--- config.mk ---
export PLATFORM = sky130hd
export DESIGN_NAME = vga_frame_sync_loader
export DESIGN_NICKNAME = d
export VERILOG_FILES = /design/src/rtl/vga_disp_pkg.sv /design/src/rtl/vga_blink_gen.sv /design/src/rtl/vga_frame_sync_loader.sv
export SDC_FILE = /design/constraint.sdc
export NUM_CORES = 1
export LEC_CHECK = 0
export CAP_MARGIN = 20
export CORE_AREA = 2 2 120 122
export CTS_BUF_LIST = sky130_fd_sc_hd__clkbuf_8
export CTS_CLUSTER_SIZE = 30
export DETAILED_ROUTE_END_ITERATION = 8
export DIE_AREA = 0 0 122 124
export PLACE_DENSITY = 0.86
export SETUP_SLACK_MARGIN = 0.5
export SLEW_MARGIN = 20
export SYNTH_ARGS = -nofsm -noshare
export SYNTH_HDL_FRONTEND = slang
export SYNTH_SLANG_ARGS = --single-unit
--- constraint.sdc ---
create_clock -name clk -period 3.7 [get_ports clk]
set_clock_uncertainty 0.1 [all_clocks]
set_input_delay 0.37 -clock clk [delete_from_list [all_inputs] [get_ports clk]]
set_output_delay 0.37 -clock clk [all_outputs]
set_load 0.01 [all_outputs]
--- src/rtl/vga_disp_pkg.sv ---
// Shared display constants for the VGA number renderers and their frame-coherent loader.
package vga_disp_pkg;

  localparam int unsigned NUM_FIELDS  = 9;
  localparam int unsigned BYTE_W      = 8;
  localparam int unsigned SHADOW_W    = NUM_FIELDS * BYTE_W;
  localparam int unsigned STAGE_W     = (NUM_FIELDS - 1) * BYTE_W;
  localparam int unsigned FIELD_IDX_W = 4;
  localparam int unsigned ADDR_W      = 8;

  // Field indices into the shadow byte array
  localparam int unsigned HOUR0  = 0;
  localparam int unsigned HOUR1  = 1;
  localparam int unsigned HOUR2  = 2;
  localparam int unsigned DATE0  = 3;
  localparam int unsigned DATE1  = 4;
  localparam int unsigned DATE2  = 5;
  localparam int unsigned TIMER0 = 6;
  localparam int unsigned TIMER1 = 7;
  localparam int unsigned TIMER2 = 8;

  typedef enum logic [1:0] {
    ST_IDLE   = 2'd0,
    ST_REQ    = 2'd1,
    ST_READ   = 2'd2,
    ST_COMMIT = 2'd3
  } ld_state_e;

  // One-hot field mask; indices beyond the last field give an empty mask
  function automatic logic [NUM_FIELDS-1:0] field_onehot(input logic [FIELD_IDX_W-1:0] idx);
    logic [NUM_FIELDS-1:0] oh;
    oh = '0;
    if (idx < FIELD_IDX_W'(NUM_FIELDS)) oh = NUM_FIELDS'(1) << idx;
    return oh;
  endfunction

endpackage

--- src/rtl/vga_blink_gen.sv ---
// Blink phase generator for the field under edit: counts frames and toggles the
// phase every BLINK_FRAMES frames. Only built when VGA_FIELD_BLINK_EN is defined.
`ifdef VGA_FIELD_BLINK_EN
module vga_blink_gen #(
  parameter int unsigned BLINK_FRAMES = 16
) (
  input  logic clk,
  input  logic reset,
  input  logic frame_i,
  output logic phase_o
);

  localparam int unsigned CNT_W = 5;

  logic [CNT_W-1:0] cnt_q, cnt_d;
  logic             phase_q, phase_d;

  // Next frame count and phase; phase 1 means the field is blanked
  always_comb begin
    cnt_d   = cnt_q;
    phase_d = phase_q;
    if (frame_i) begin
      if (cnt_q == CNT_W'(BLINK_FRAMES - 1)) begin
        cnt_d   = '0;
        phase_d = ~phase_q;
      end else begin
        cnt_d = cnt_q + CNT_W'(1);
      end
    end
  end

  // Counter and phase registers, visible phase out of reset
  always_ff @(posedge clk) begin
    if (reset) begin
      cnt_q   <= '0;
      phase_q <= 1'b0;
    end else begin
      cnt_q   <= cnt_d;
      phase_q <= phase_d;
    end
  end

  assign phase_o = phase_q;

endmodule
`endif

--- src/rtl/vga_frame_sync_loader.sv ---
// Frame-coherent loader of the nine display bytes. On each vertical-retrace start
// with new RTC contents pending, it borrows the shared register-file read port,
// reads nine bytes and commits them to the shadow registers in a single cycle.
// Optional field blinking for edit mode is enabled with VGA_FIELD_BLINK_EN.
module vga_frame_sync_loader
  import vga_disp_pkg::*;
#(
  parameter logic [7:0]  BASE_ADDR    = 8'h00,
  parameter int unsigned GNT_TIMEOUT  = 64,
  parameter int unsigned BLINK_FRAMES = 16
) (
  input  logic                   clk,
  input  logic                   reset,
  input  logic                   vsync,
  input  logic                   dirty_i,
  output logic                   bus_req_o,
  input  logic                   bus_gnt_i,
  output logic                   rd_en_o,
  output logic [ADDR_W-1:0]      rd_addr_o,
  input  logic [BYTE_W-1:0]      rd_data_i,
  output logic [SHADOW_W-1:0]    shadow_o,
  output logic                   loaded_o,
  output logic [7:0]             miss_cnt_o,
  input  logic                   edit_en_i,
  input  logic [FIELD_IDX_W-1:0] edit_field_i,
  output logic [NUM_FIELDS-1:0]  field_blank_o
);

  localparam int unsigned TMO_W = 16;
  localparam int unsigned IDX_W = 4;

  ld_state_e            state_q, state_d;
  logic                 vsync_q;
  logic                 retrace_q;
  logic                 pending_q, pending_d;
  logic                 bus_req_q, bus_req_d;
  logic                 rd_en_q, rd_en_d;
  logic [ADDR_W-1:0]    rd_addr_q, rd_addr_d;
  logic [IDX_W-1:0]     rd_idx_q, rd_idx_d;
  logic                 rd_vld_q, rd_vld_d;
  logic [IDX_W-1:0]     cap_idx_q, cap_idx_d;
  logic [STAGE_W-1:0]   staging_q, staging_d;
  logic [SHADOW_W-1:0]  shadow_q, shadow_d;
  logic                 loaded_q, loaded_d;
  logic [7:0]           miss_q, miss_d;
  logic [TMO_W-1:0]     tmo_q, tmo_d;
  logic                 commit_c;

  // Registered vsync falling-edge detect marks retrace start
  always_ff @(posedge clk) begin
    if (reset) begin
      vsync_q   <= 1'b1;
      retrace_q <= 1'b0;
    end else begin
      vsync_q   <= vsync;
      retrace_q <= vsync_q & ~vsync;
    end
  end

  // Next-state and output logic; the ninth byte goes straight into the shadow commit
  always_comb begin
    state_d   = state_q;
    bus_req_d = bus_req_q;
    rd_en_d   = rd_en_q;
    rd_addr_d = rd_addr_q;
    rd_idx_d  = rd_idx_q;
    rd_vld_d  = 1'b0;
    cap_idx_d = cap_idx_q;
    staging_d = staging_q;
    shadow_d  = shadow_q;
    loaded_d  = 1'b0;
    miss_d    = miss_q;
    tmo_d     = tmo_q;
    commit_c  = 1'b0;

    case (state_q)
      ST_IDLE: begin
        if (retrace_q && pending_q) begin
          state_d   = ST_REQ;
          bus_req_d = 1'b1;
          tmo_d     = '0;
        end
      end

      ST_REQ: begin
        if (bus_gnt_i) begin
          state_d   = ST_READ;
          rd_en_d   = 1'b1;
          rd_addr_d = BASE_ADDR;
          rd_idx_d  = IDX_W'(1);
          cap_idx_d = '0;
          staging_d = '0;
        end else if (tmo_q == TMO_W'(GNT_TIMEOUT - 1)) begin
          state_d   = ST_IDLE;
          bus_req_d = 1'b0;
          if (miss_q != 8'hFF) miss_d = miss_q + 8'd1;
        end else begin
          tmo_d = tmo_q + TMO_W'(1);
        end
      end

      ST_READ: begin
        if (!bus_gnt_i) begin
          state_d   = ST_IDLE;
          bus_req_d = 1'b0;
          rd_en_d   = 1'b0;
          rd_idx_d  = '0;
          cap_idx_d = '0;
          staging_d = '0;
        end else begin
          rd_vld_d = rd_en_q;
          if (rd_idx_q < IDX_W'(NUM_FIELDS)) begin
            rd_en_d   = 1'b1;
            rd_addr_d = BASE_ADDR + ADDR_W'(rd_idx_q);
            rd_idx_d  = rd_idx_q + IDX_W'(1);
          end else begin
            rd_en_d = 1'b0;
          end
          if (rd_vld_q) begin
            if (cap_idx_q == IDX_W'(NUM_FIELDS - 1)) begin
              state_d   = ST_COMMIT;
              shadow_d  = {rd_data_i, staging_q};
              loaded_d  = 1'b1;
              bus_req_d = 1'b0;
              staging_d = '0;
              commit_c  = 1'b1;
            end else begin
              staging_d[{cap_idx_q[2:0], 3'b000} +: BYTE_W] = rd_data_i;
              cap_idx_d = cap_idx_q + IDX_W'(1);
            end
          end
        end
      end

      ST_COMMIT: begin
        state_d = ST_IDLE;
      end

      default: begin
        state_d   = ST_IDLE;
        bus_req_d = 1'b0;
        rd_en_d   = 1'b0;
      end
    endcase

    pending_d = (pending_q & ~commit_c) | dirty_i;
  end

  // State and output registers; first frame after reset always loads
  always_ff @(posedge clk) begin
    if (reset) begin
      state_q   <= ST_IDLE;
      pending_q <= 1'b1;
      bus_req_q <= 1'b0;
      rd_en_q   <= 1'b0;
      rd_addr_q <= '0;
      rd_idx_q  <= '0;
      rd_vld_q  <= 1'b0;
      cap_idx_q <= '0;
      staging_q <= '0;
      shadow_q  <= '0;
      loaded_q  <= 1'b0;
      miss_q    <= '0;
      tmo_q     <= '0;
    end else begin
      state_q   <= state_d;
      pending_q <= pending_d;
      bus_req_q <= bus_req_d;
      rd_en_q   <= rd_en_d;
      rd_addr_q <= rd_addr_d;
      rd_idx_q  <= rd_idx_d;
      rd_vld_q  <= rd_vld_d;
      cap_idx_q <= cap_idx_d;
      staging_q <= staging_d;
      shadow_q  <= shadow_d;
      loaded_q  <= loaded_d;
      miss_q    <= miss_d;
      tmo_q     <= tmo_d;
    end
  end

  assign bus_req_o  = bus_req_q;
  assign rd_en_o    = rd_en_q;
  assign rd_addr_o  = rd_addr_q;
  assign shadow_o   = shadow_q;
  assign loaded_o   = loaded_q;
  assign miss_cnt_o = miss_q;

`ifdef VGA_FIELD_BLINK_EN
  logic                  blink_off;
  logic [NUM_FIELDS-1:0] field_blank_q, field_blank_d;

  vga_blink_gen #(
    .BLINK_FRAMES(BLINK_FRAMES)
  ) u_blink (
    .clk    (clk),
    .reset  (reset),
    .frame_i(retrace_q),
    .phase_o(blink_off)
  );

  // Blank the edited field during the off phase
  always_comb begin
    field_blank_d = '0;
    if (edit_en_i && blink_off) field_blank_d = field_onehot(edit_field_i);
  end

  // Registered blank mask
  always_ff @(posedge clk) begin
    if (reset) field_blank_q <= '0;
    else       field_blank_q <= field_blank_d;
  end

  assign field_blank_o = field_blank_q;
`else
  logic unused_c;
  assign unused_c      = ^{edit_en_i, edit_field_i, 5'(BLINK_FRAMES)};
  assign field_blank_o = '0;
`endif

endmodule

==> results of run 1 <==
==> state kept, by name, indices dropped and copies added, names as in the netlist, 2 cells and up <==
register,cells
shadow_o,72
miss_cnt_o,8
state_q,2
rd_idx_q,4
tmo_q,16
cap_idx_q,4
staging_q,64
rd_addr_o,4
==> per-stage QoR <==
step                      hold slack [ns]  utilization (%)  instance area [sq um]  total power, mW  cells
after floorplan                    0.2924                -                   7221            2.256    810
after global placement             0.3048            59.74                   8197            2.341   1035
after detailed placement           0.3042            59.74                   8197            2.347   1035
after CTS                          0.3152            62.45                   8568            3.600   1065
final                              0.3119            62.48                   8572            3.572   1065
after global routing               0.3385            62.48                   8572            3.708   1065
==> worst min-delay path, delay by kind of cell (launching register included) <==
kind | cells | cell delay, ns
buf+inv | 1 | 0.04
simple gates | 1 | 0.03
flops | 1 | 0.30
==> Yosys cell counts, drive strengths merged (2+ instances only) <==
library cell,count
a21oi,93
nor3,13
a21o,7
a211o,2
o21ai,17
nor2,51
nor4,12
o22ai,4
or3,2
buf,30
or4,2
a22o,56
nand4,9
a31oi,6
mux2,2
or2,3
nand4b,2
nand3,14
nor3b,2
nand2,160
xor2,2
ha,11
xnor2,8
nor4b,2
clkbuf,32
and3,4
nand2b,3
mux2i,4
inv,18
dfxtp,181
nand3b,2
nor2b,11
a22oi,9
a41oi,2
a211oi,2
o211ai,2
==> worst paths after layout <==
kind | from | end | slack [ns] | depth (start not counted)
max | state_q[0]$_SDFFE_PP0P_ | staging_q[14]$_SDFFE_PP0P_ | 0.81 | 7
min | vsync_q$_SDFF_PP1_ | retrace_q$_SDFF_PP0_ | 0.31 | 2
max reg2reg | state_q[0]$_SDFFE_PP0P_ | staging_q[14]$_SDFFE_PP0P_ | 0.81 | 7
min reg2reg | vsync_q$_SDFF_PP1_ | retrace_q$_SDFF_PP0_ | 0.31 | 2
==> power breakdown <==
part	switching [mW]	total [mW]	internal, mW
clock	0.709	1.26	0.555
combinational	0.222	0.333	0.111
sequential	0.0121	1.97	1.96
total	0.944	3.57	2.63
==> area by class of cell <==
| class | instances | area (sq um) |
|---|---|---|
| tap | 180 | 225.2 |
| timing repair buffer | 107 | 1061 |
| fill | 1142 | 5147 |
| sequential | 181 | 3623 |
| clock buffer | 18 | 247.7 |
| clock inverter | 12 | 123.9 |
| inverter | 18 | 67.56 |
| multi-input combinational | 549 | 3223 |
==> logic make-up (layout without fill, tap and decap cells) <==
logic type      Yosys count  count (layout)  share of synthesized area [%]
compound gates          213             213                          20.05
xor+xnor                 10              10                          1.221
fa+ha+maj                11              11                          1.918
buf+inv                  80             155                          5.370
flops                   181             181                          50.50
mux                       6               6                         0.8718
other cells               1              13                        0.05226
simple gates            296             296                          20.02
==> layer usage <==
| metal | up-vias | track usage, % | wire length (um) |
|---|---|---|---|
| li1 | 2905 | - | - |
| met1 | 2800 | 28.88 | 7328 |
| met2 | 198 | 33.55 | 7508 |
| met3 | 25 | 5.998 | 1055 |
| met4 | 0 | 7.543 | 235 |
| met5 | - | 0 | 0 |
==> repair_timing <==
action / in CTS / in global routing
hold endpoints to repair: 0 / 0
setup endpoints to repair: 0 / 8
hold buffers: 0 / 0
resized for setup: 0 / 1
==> metrics.log, run 1 <==
[metrics] vias in the first global route: 5244
[metrics] share of final-layout standard cells stronger than drive strength 1: 8.249%
[metrics] cell type with the highest aggregate area in the netlist: dfxtp_1
[metrics] clock slew at reported path FFs: 0.10 ns
[metrics] remaining routing DRC violations: 0
[metrics] floorplan die width: 122 um
[metrics] status: finished, final reports clean
[metrics] Final ANT Viol Nets: 0
[metrics] peak per-stage delay on the critical path: 0.55 ns
[metrics] global-route congestion overflow total: 0
[metrics] peak fanout along the critical path: 17
[metrics] most used flip-flop cell after synthesis: dfxtp_1
[metrics] total number of nets in the final design: 903
[metrics] highest-count cells in the layout ignoring fill and taps: 181 x dfxtp_1, 160 x nand2_1, 98 x clkdlybuf4s50_1
[metrics] Routed WL per cell: 15.14 um
[metrics] CP startpoint kind: flop
[metrics] power density normalized to cell area: 416.7 nW/um^2
[metrics] Post-CTS Setup Bufs: 0
[metrics] first-pass GRT wire length: 25830 um
[metrics] count of flip-flops with a built-in enable after synthesis: 0
[metrics] Pleak: 2.958 nW
[metrics] CTS Buf Count: 17
[metrics] arrival time reported for the critical path endpoint: 3.20 ns
[metrics] type of the setup path with the least slack: reg2reg
[metrics] drt pass-1 iters: 6
[metrics] netlist area before placement: 7176 sq um
[metrics] CTS tree: built
[metrics] clk root buf: clkbuf_8
[metrics] top post-synthesis cells by area: dfxtp_1 50%, nand2_1 8.4%, a22o_1 6.8%, a21oi_1 6.1%, nor2_1 2.6%
[metrics] Final Hold Vio Count: 0
[metrics] total negative slack: 0 ns
[metrics] Die Span Y: 124 um
[metrics] register area share after synthesis: 50.50%
[metrics] antenna violations before repair: 0
[metrics] worst setup slack after placement: 0.8033 ns
[metrics] clock insertion delay at the later pin of the skew report: 0.46 ns
[metrics] Least-Margin Pin Slew: 0.9673 ns
[metrics] maximum buffer depth of the clock tree: 2
[metrics] area of the core: 13720 sq um
[metrics] count of port buffers added during placement: 99
[metrics] Netlist cell types: 69
[metrics] Critical Path, Cell by Cell: inv_1 -> ha_1 -> nand2_1 -> nor2b_2 -> nand3_1 -> nor2_1 -> a22o_1
[metrics] flops & latches, synth: 181
[metrics] number of antenna diodes: 0
[metrics] mean number of vias per cell: 5.566
[metrics] total number of H-tree levels: 4
[metrics] top cell type's share of synthesized area: 50.50%
[metrics] final worst-path cycle share: 78.15%
[metrics] number of endpoints failing setup at the final stage: 0
[metrics] weighted congestion reported at the end of routability-driven placement: 0.8809
[metrics] Setup crit end kind: flop
[metrics] min setup slack post-route: 0.8084 ns
[metrics] reported max-cap violation count: 0
[metrics] RSZ-0062 raised after global routing: no
[metrics] Avg Synthesized Cell Area: 8.992 sq um
[metrics] Initial Util: 52.30%
[metrics] wire length after detailed routing: 16130 um
[metrics] via count: 5928
[metrics] Detailed Place HPWL: 10720 um
[metrics] final max-slew violation count: 0
[metrics] cell with the largest stage delay on the worst path: ha_1
[metrics] row count: 43
[metrics] CTS Sinks: 181
[metrics] Syn. warnings: 0
[metrics] min cycle time layout: 2.892 ns
[metrics] instance count of the mapped netlist: 798
[metrics] worst slew margin relative to its limit: 35.38%
[metrics] critical path buffer and inverter count: 1
[metrics] most common library cell in the layout ignoring fill and taps: dfxtp_1
[metrics] required time of the critical path: 4.01 ns
[metrics] number of ports placed on the die boundary: 118
[metrics] Area Growth Syn to Fin: 19.46%
[metrics] cell family with the largest share of critical-path delay: simple AND/OR/NAND/NOR gates
[metrics] die area: 15130 sq um
[metrics] Iteration-0 DRC Markers: 468
[metrics] share of synthesized flip-flops with an asynchronous set or reset: 0%
[metrics] pin count of the biggest net entering global routing: 81
[metrics] all-layer global routing usage: 21.57%
[metrics] Hold Crit Class: reg2reg
[metrics] peak ir drop on the vdd network: 218.5 uV
[metrics] f_max: 345.8 MHz
Power figures use the tool's default switching activity.
==> run 2, diff against run 1 <==
- clock period: 3.7 -> 2.9 ns (I/O delays scaled with it)
==> metrics.log, run 2 (same netlist as run 1, synthesis figures left out) <==
[metrics] end of the worst register-to-register path: staging_q[58]$_SDFFE_PP0P_ (was staging_q[14]$_SDFFE_PP0P_)
[metrics] peak fanout along the critical path: 8 (was 17)
[metrics] count of port buffers added during placement: 99 (unchanged)
[metrics] Post-CTS Setup Bufs: 0 (unchanged)
[metrics] CTS Buf Count: 17 (unchanged)
[metrics] number of ports placed on the die boundary: 118 (unchanged)
[metrics] number of endpoints failing setup at the final stage: 0 (unchanged)
[metrics] final worst-path cycle share: 78.44% (was 78.15%)
[metrics] number of antenna diodes: 0 (unchanged)
[metrics] final max-slew violation count: 0 (unchanged)
[metrics] clock insertion delay at the later pin of the skew report: 0.46 ns (about the same)
[metrics] required time of the critical path: 3.16 ns (was 4.01 ns)
[metrics] floorplan die width: 122 um (unchanged)
[metrics] Detailed Place HPWL: 10890 um (was 10720 um)
[metrics] Setup crit end kind: flop (unchanged)
[metrics] die area: 15130 sq um (unchanged)
[metrics] row count: 43 (unchanged)
[metrics] CP startpoint kind: flop (unchanged)
[metrics] Area Growth Syn to Fin: 21.87% (was 19.46%)
[metrics] Pleak: 3.037 nW (was 2.958 nW)
[metrics] maximum buffer depth of the clock tree: 2 (unchanged)
[metrics] status: finished, final reports clean (unchanged)
[metrics] min setup slack post-route: 0.6253 ns (was 0.8084 ns)
[metrics] Iteration-0 DRC Markers: 487 (was 468)
[metrics] Final ANT Viol Nets: 0 (unchanged)
[metrics] global-route congestion overflow total: 0 (unchanged)
[metrics] highest-count cells in the layout ignoring fill and taps: 179 x dfxtp_1, 160 x nand2_1, 98 x clkdlybuf4s50_1 (was 181 x dfxtp_1, 160 x nand2_1, 98 x clkdlybuf4s50_1)
[metrics] drt pass-1 iters: 5 (was 6)
[metrics] via count: 6005 (was 5928)
[metrics] reported max-cap violation count: 0 (unchanged)
[metrics] launch point of the worst path: cap_idx_q[0]$_SDFFE_PP0P_ (was state_q[0]$_SDFFE_PP0P_)
[metrics] f_max: 439.6 MHz (was 345.8 MHz)
[metrics] pin count of the biggest net entering global routing: 61 (was 81)
[metrics] total number of nets in the final design: 911 (was 903)
[metrics] min cycle time layout: 2.275 ns (was 2.892 ns)
[metrics] total number of H-tree levels: 4 (unchanged)
[metrics] count of cells along the worst register-to-register path: 7 (unchanged)
[metrics] Initial Util: 52.30% (unchanged)
[metrics] Hold Crit Class: in2reg (was reg2reg)
[metrics] Least-Margin Pin Slew: 0.8867 ns (was 0.9673 ns)
[metrics] total negative slack: 0 ns (unchanged)
[metrics] weighted congestion reported at the end of routability-driven placement: 0.8680 (was 0.8809)
[metrics] peak ir drop on the vdd network: 421.7 uV (was 218.5 uV)
[metrics] antenna violations before repair: 0 (unchanged)
[metrics] vias in the first global route: 5367 (was 5244)
[metrics] type of the setup path with the least slack: reg2reg (unchanged)
[metrics] worst setup slack after placement: 0.2885 ns (was 0.8033 ns)
[metrics] mean number of vias per cell: 5.586 (was 5.566)
[metrics] arrival time reported for the critical path endpoint: 2.54 ns (was 3.20 ns)
[metrics] wire length after detailed routing: 16670 um (was 16130 um)
[metrics] RSZ-0062 raised after global routing: no (unchanged)
[metrics] first-pass GRT wire length: 26390 um (was 25830 um)
[metrics] Design Power: 4.866 mW (was 3.572 mW)
[metrics] most common library cell in the layout ignoring fill and taps: dfxtp_1 (unchanged)
[metrics] worst slew margin relative to its limit: 40.77% (was 35.38%)
[metrics] Routed WL per cell: 15.51 um (was 15.14 um)
[metrics] capture point of the critical path: staging_q[58]$_SDFFE_PP0P_ (was staging_q[14]$_SDFFE_PP0P_)
[metrics] Die Span Y: 124 um (unchanged)
[metrics] clk root buf: clkbuf_8 (unchanged)
[metrics] CTS Sinks: 181 (unchanged)
[metrics] source of the worst register-to-register timing path: cap_idx_q[0]$_SDFFE_PP0P_ (was state_q[0]$_SDFFE_PP0P_)
[metrics] setup slack, reg-to-reg: 0.63 ns (was 0.81 ns)
[metrics] number of flip-flops in the largest register: 72 (unchanged)
[metrics] CTS tree: built (unchanged)
[metrics] power density normalized to cell area: 556.5 nW/um^2 (was 416.7 nW/um^2)
[metrics] all-layer global routing usage: 22.20% (was 21.57%)
[metrics] Final Hold Vio Count: 0 (unchanged)
[metrics] remaining routing DRC violations: 0 (unchanged)
[metrics] clock slew at reported path FFs: 0.10 ns (about the same)
[metrics] share of final-layout standard cells stronger than drive strength 1: 10.50% (was 8.249%)
[metrics] area of the core: 13720 sq um (unchanged)
[run 2: critical path, cell delays in order (launching register included)]
cell and delay, ns:
dfxtp_2 0.40, inv_1 0.09, ha_1 0.28, ha_1 0.25, or3_1 0.39, o21ai_0 0.24
a21oi_2 0.16, a22o_1 0.27
[run 2: power breakdown]
| group | switching (mW) | internal, mW | leakage [nW] | total [mW] |
|---|---|---|---|---|
| clock | 0.992 | 0.898 | 0.229 | 1.89 |
| sequential | 0.0162 | 2.50 | 1.46 | 2.52 |
| combinational | 0.293 | 0.163 | 1.35 | 0.456 |
[run 2: area by class of cell]
cell class	instances	area, sq um
Clock buffer	17	234.0
Clock inverter	15	214.0
Fill cell	1115	4975
Inverter	18	67.56
Multi-Input combinational cell	549	3269
Sequential cell	181	3626
Tap cell	180	225.2
Timing Repair Buffer	115	1109
[run 2: worst min path at each step]
stage / startpoint / end / slack (ns) / cells after the start
after global placement: vsync_q$_SDFF_PP1_ / retrace_q$_SDFF_PP0_ / 0.31 / 2
after global routing: reset / rd_en_o$_SDFFE_PP0P_ / 0.22 / 2
after CTS: reset / tmo_q[13]$_SDFFE_PP0P_ / 0.20 / 2
final: reset / cap_idx_q[1]$_SDFFE_PP0P_ / 0.22 / 2
after detailed placement: vsync_q$_SDFF_PP1_ / retrace_q$_SDFF_PP0_ / 0.31 / 2
after floorplan: dirty_i / pending_q$_SDFF_PP1_ / 0.29 / 1
[run 2: through the flow]
step	cell area (sq um)	hold slack (ns)	cells	util [%]
after floorplan	7221	0.2886	810	-
after detailed placement	8244	0.3115	1043	60.09
final	8745	0.2192	1075	63.74
after global placement	8244	0.3058	1043	60.09
after global routing	8745	0.2202	1075	63.74
after CTS	8716	0.1957	1075	63.53
[run 2: routing by layer]
layer	up-vias	share of wire, %	global-route usage, %
met3	27	6.6	6.227
met2	204	47	34.29
met1	2839	45	29.69
met4	0	1.6	8.405
met5	-	0	0
li1	2935	-	-
[run 2: what timing repair did]
action                                  in CTS  in global routing
endpoints found under the setup margin      28                 68
pin swaps                                    0                  0
hold buffers                                 0                  0
gates resized for setup                      5                  9
cloned                                       0                  0
==> run 3, diff against run 2 <==
- clock period: 2.9 -> 2.2 ns (I/O delays scaled with it)
==> metrics.log, run 3 (same netlist as run 1, synthesis figures left out) <==
[metrics] RSZ-0062 raised after global routing: yes (was no)
[metrics] remaining routing DRC violations: 18 (was 0)
[metrics] CTS tree: built (unchanged)
[metrics] critical path buffer and inverter count: 1 (unchanged)
[metrics] Detailed Place HPWL: 11310 um (was 10890 um)
[metrics] total number of nets in the final design: 1055 (was 911)
[metrics] min setup slack post-route: -0.2854 ns (was 0.6253 ns)
[metrics] vias in the first global route: 7278 (was 5367)
[metrics] number of ports placed on the die boundary: 118 (unchanged)
[metrics] f_max: 402.4 MHz (was 439.6 MHz)
[metrics] clock slew at reported path FFs: 0.11 ns (was 0.10 ns)
[metrics] area of the core: 13720 sq um (unchanged)
[metrics] arrival time reported for the critical path endpoint: 2.77 ns (was 2.54 ns)
[metrics] number of flip-flops in the largest register: 72 (unchanged)
[metrics] mean number of vias per cell: 6.900 (was 5.586)
[metrics] count of port buffers added during placement: 99 (unchanged)
[metrics] min cycle time layout: 2.485 ns (was 2.275 ns)
[metrics] reported max-cap violation count: 0 (unchanged)
[metrics] drt pass-1 iters: 9 (was 5)
[metrics] final max-slew violation count: 0 (unchanged)
[metrics] cell family with the largest share of critical-path delay: compound AO/OA/AOI/OAI gates (unchanged)
[metrics] maximum buffer depth of the clock tree: 2 (unchanged)
[metrics] placed cell area: 8695 sq um (was 8244 sq um)
[metrics] Critical Path, Cell by Cell: inv_1 -> ha_4 -> nand3b_1 -> o21ai_2 -> a21oi_4 -> a22o_1 (was inv_1 -> ha_1 -> ha_1 -> or3_1 -> o21ai_0 -> a21oi_2 -> a22o_1)
[metrics] Hold Slack: 0.08397 ns (was 0.2192 ns)
[metrics] most common library cell in the layout ignoring fill and taps: dfxtp_1 (unchanged)
[metrics] uppermost metal layer occupied by signal nets: met5 (was met4)
[metrics] Pleak: 6.064 nW (was 3.037 nW)
[metrics] type of the setup path with the least slack: reg2reg (unchanged)
[metrics] non-filler cells in the finished layout: 1222 (was 1075)
[metrics] highest-count cells in the layout ignoring fill and taps: 161 x dfxtp_1, 92 x nand2_1, 78 x buf_4 (was 179 x dfxtp_1, 160 x nand2_1, 98 x clkdlybuf4s50_1)
[metrics] area of all placed cells without fillers: 11940 sq um (was 8745 sq um)
[metrics] met1 layer wirelength in the final routing: 11200 um (was 7473 um)
[metrics] Final ANT Viol Nets: 0 (unchanged)
[metrics] peak fanout along the critical path: 8 (unchanged)
[metrics] die area: 15130 sq um (unchanged)
[metrics] row count: 43 (unchanged)
[metrics] status: finished, violations left (was finished, final reports clean)
[metrics] CTS Buf Count: 17 (unchanged)
[metrics] CTS Sinks: 181 (unchanged)
[metrics] Setup crit end kind: flop (unchanged)
[metrics] final worst-path cycle share: 113.0% (was 78.44%)
[metrics] Final Hold Vio Count: 0 (unchanged)
[metrics] via count: 8432 (was 6005)
[metrics] number of endpoints failing setup at the final stage: 22 (was 0)
[metrics] required time of the critical path: 2.48 ns (was 3.16 ns)
[metrics] total number of H-tree levels: 4 (unchanged)
[metrics] Iteration-0 DRC Markers: 1279 (was 487)
[metrics] peak per-stage delay on the critical path: 0.52 ns (was 0.40 ns)
[metrics] clk root buf: clkbuf_8 (unchanged)
[metrics] first-pass GRT wire length: 40610 um (was 26390 um)
[metrics] cell with the largest stage delay on the worst path: o21ai_2 (was dfxtp_2)
[metrics] Least-Margin Pin Slew: 0.6114 ns (was 0.8867 ns)
[metrics] failing checks: design-rule violations, negative setup slack
[metrics] wire length after detailed routing: 35510 um (was 16670 um)
[metrics] share of final-layout standard cells stronger than drive strength 1: 42.93% (was 10.50%)
[metrics] antenna violations before repair: 3 (was 0)
[metrics] floorplan die width: 122 um (unchanged)
[metrics] power density normalized to cell area: 607.8 nW/um^2 (was 556.5 nW/um^2)
[metrics] peak ir drop on the vdd network: 554.4 uV (was 421.7 uV)
[metrics] Die Span Y: 124 um (unchanged)
[metrics] all-layer global routing usage: 35.44% (was 22.20%)
[metrics] met3 wire length: 4529 um (was 1099 um)
[metrics] number of placed instances, taps included: 1063 (was 1043)
[metrics] Hold Crit Class: in2reg (unchanged)
[metrics] Routed WL per cell: 29.05 um (was 15.51 um)
[metrics] clock insertion delay at the later pin of the skew report: 0.50 ns (was 0.46 ns)
[metrics] worst slew margin relative to its limit: 59.24% (was 40.77%)
[metrics] routed wire length on met2: 16020 um (was 7839 um)
[metrics] pin count of the biggest net entering global routing: 41 (was 61)
[metrics] Area Growth Syn to Fin: 66.42% (was 21.87%)
[metrics] CP startpoint kind: flop (unchanged)
[metrics] weighted congestion reported at the end of routability-driven placement: 0.8784 (was 0.8680)
[metrics] global-route congestion overflow total: 0 (unchanged)
[metrics] number of hold-repair buffers added at the cts stage: 0 (unchanged)
[metrics] share of the core filled with cells: 87.04% (was 63.74%)
[metrics] Initial Util: 52.30% (unchanged)
-- run 3: cell count changes in the layout (fill, tap and decap cells not counted), sizes merged --
cell | before | now
buf | 17 | 156
clkdlybuf4s50 | 98 | 13
dlymetal6s2s | 0 | 57
dlygate4sd2 | 0 | 28
clkbuf | 17 | 22
inv | 25 | 21
clkinvlp | 0 | 3
diode | 0 | 3
bufinv | 3 | 4
clkinv | 5 | 4
or3 | 2 | 3
-- run 3: power by group --
part / leakage [nW] / total [mW] / internal, mW / switching (mW)
Clock: 0.216 / 2.64 / 1.28 / 1.36
Sequential: 1.47 / 3.33 / 3.29 / 0.0330
Combinational: 4.38 / 1.29 / 0.563 / 0.724
Total: 6.06 / 7.26 / 5.14 / 2.12
-- run 3: area by class of cell --
type / instances / area, sq um
Tap cell: 180 / 225.2
Fill cell: 525 / 1778
Sequential cell: 181 / 3674
Clock inverter: 14 / 200.2
Multi-Input combinational cell: 550 / 4451
Inverter: 18 / 75.07
Antenna cell: 3 / 7.507
Clock buffer: 18 / 247.7
Timing Repair Buffer: 258 / 3062
-- run 3: metal layers --
layer / vias to the layer above / GRT usage (%)
li1: 3225 / -
met2: 896 / 61.03
met5: - / 0
met3: 387 / 8.562
met1: 3922 / 39.96
met4: 2 / 21.05
-- run 3: final timing paths --
check / from / end / slack [ns] / cells past startpoint
setup / recovery: cap_idx_q[2]$_SDFFE_PP0P_ / staging_q[41]$_SDFFE_PP0P_ / -0.29 / 6
hold / removal: reset / miss_cnt_o[6]$_SDFFE_PP0P_ / 0.08 / 2
setup reg to reg: cap_idx_q[2]$_SDFFE_PP0P_ / staging_q[41]$_SDFFE_PP0P_ / -0.29 / 6
hold reg to reg: shadow_o[10]$_SDFFE_PP0P_ / shadow_o[10]$_SDFFE_PP0P_ / 0.36 / 2
-- run 3: through the flow --
stage | worst slack [ns] | setup TNS, ns | total power, mW
floorplan | 0.3402 | 0 | 3.889
global placement | 0.07761 | 0 | 4.056
detailed placement | 0.05804 | 0 | 4.071
CTS | 0.2986 | 0 | 6.724
global route | -0.2544 | -3.244 | 7.391
finish | -0.2854 | -3.286 | 7.257
-- run 3: timing repair --
item | CTS | global route
resized for setup | 207 | 222
endpoints found under the setup margin | 205 | 235
buffers inserted | 60 | 44
pin swaps | 117 | 129
gates cloned | 16 | 4
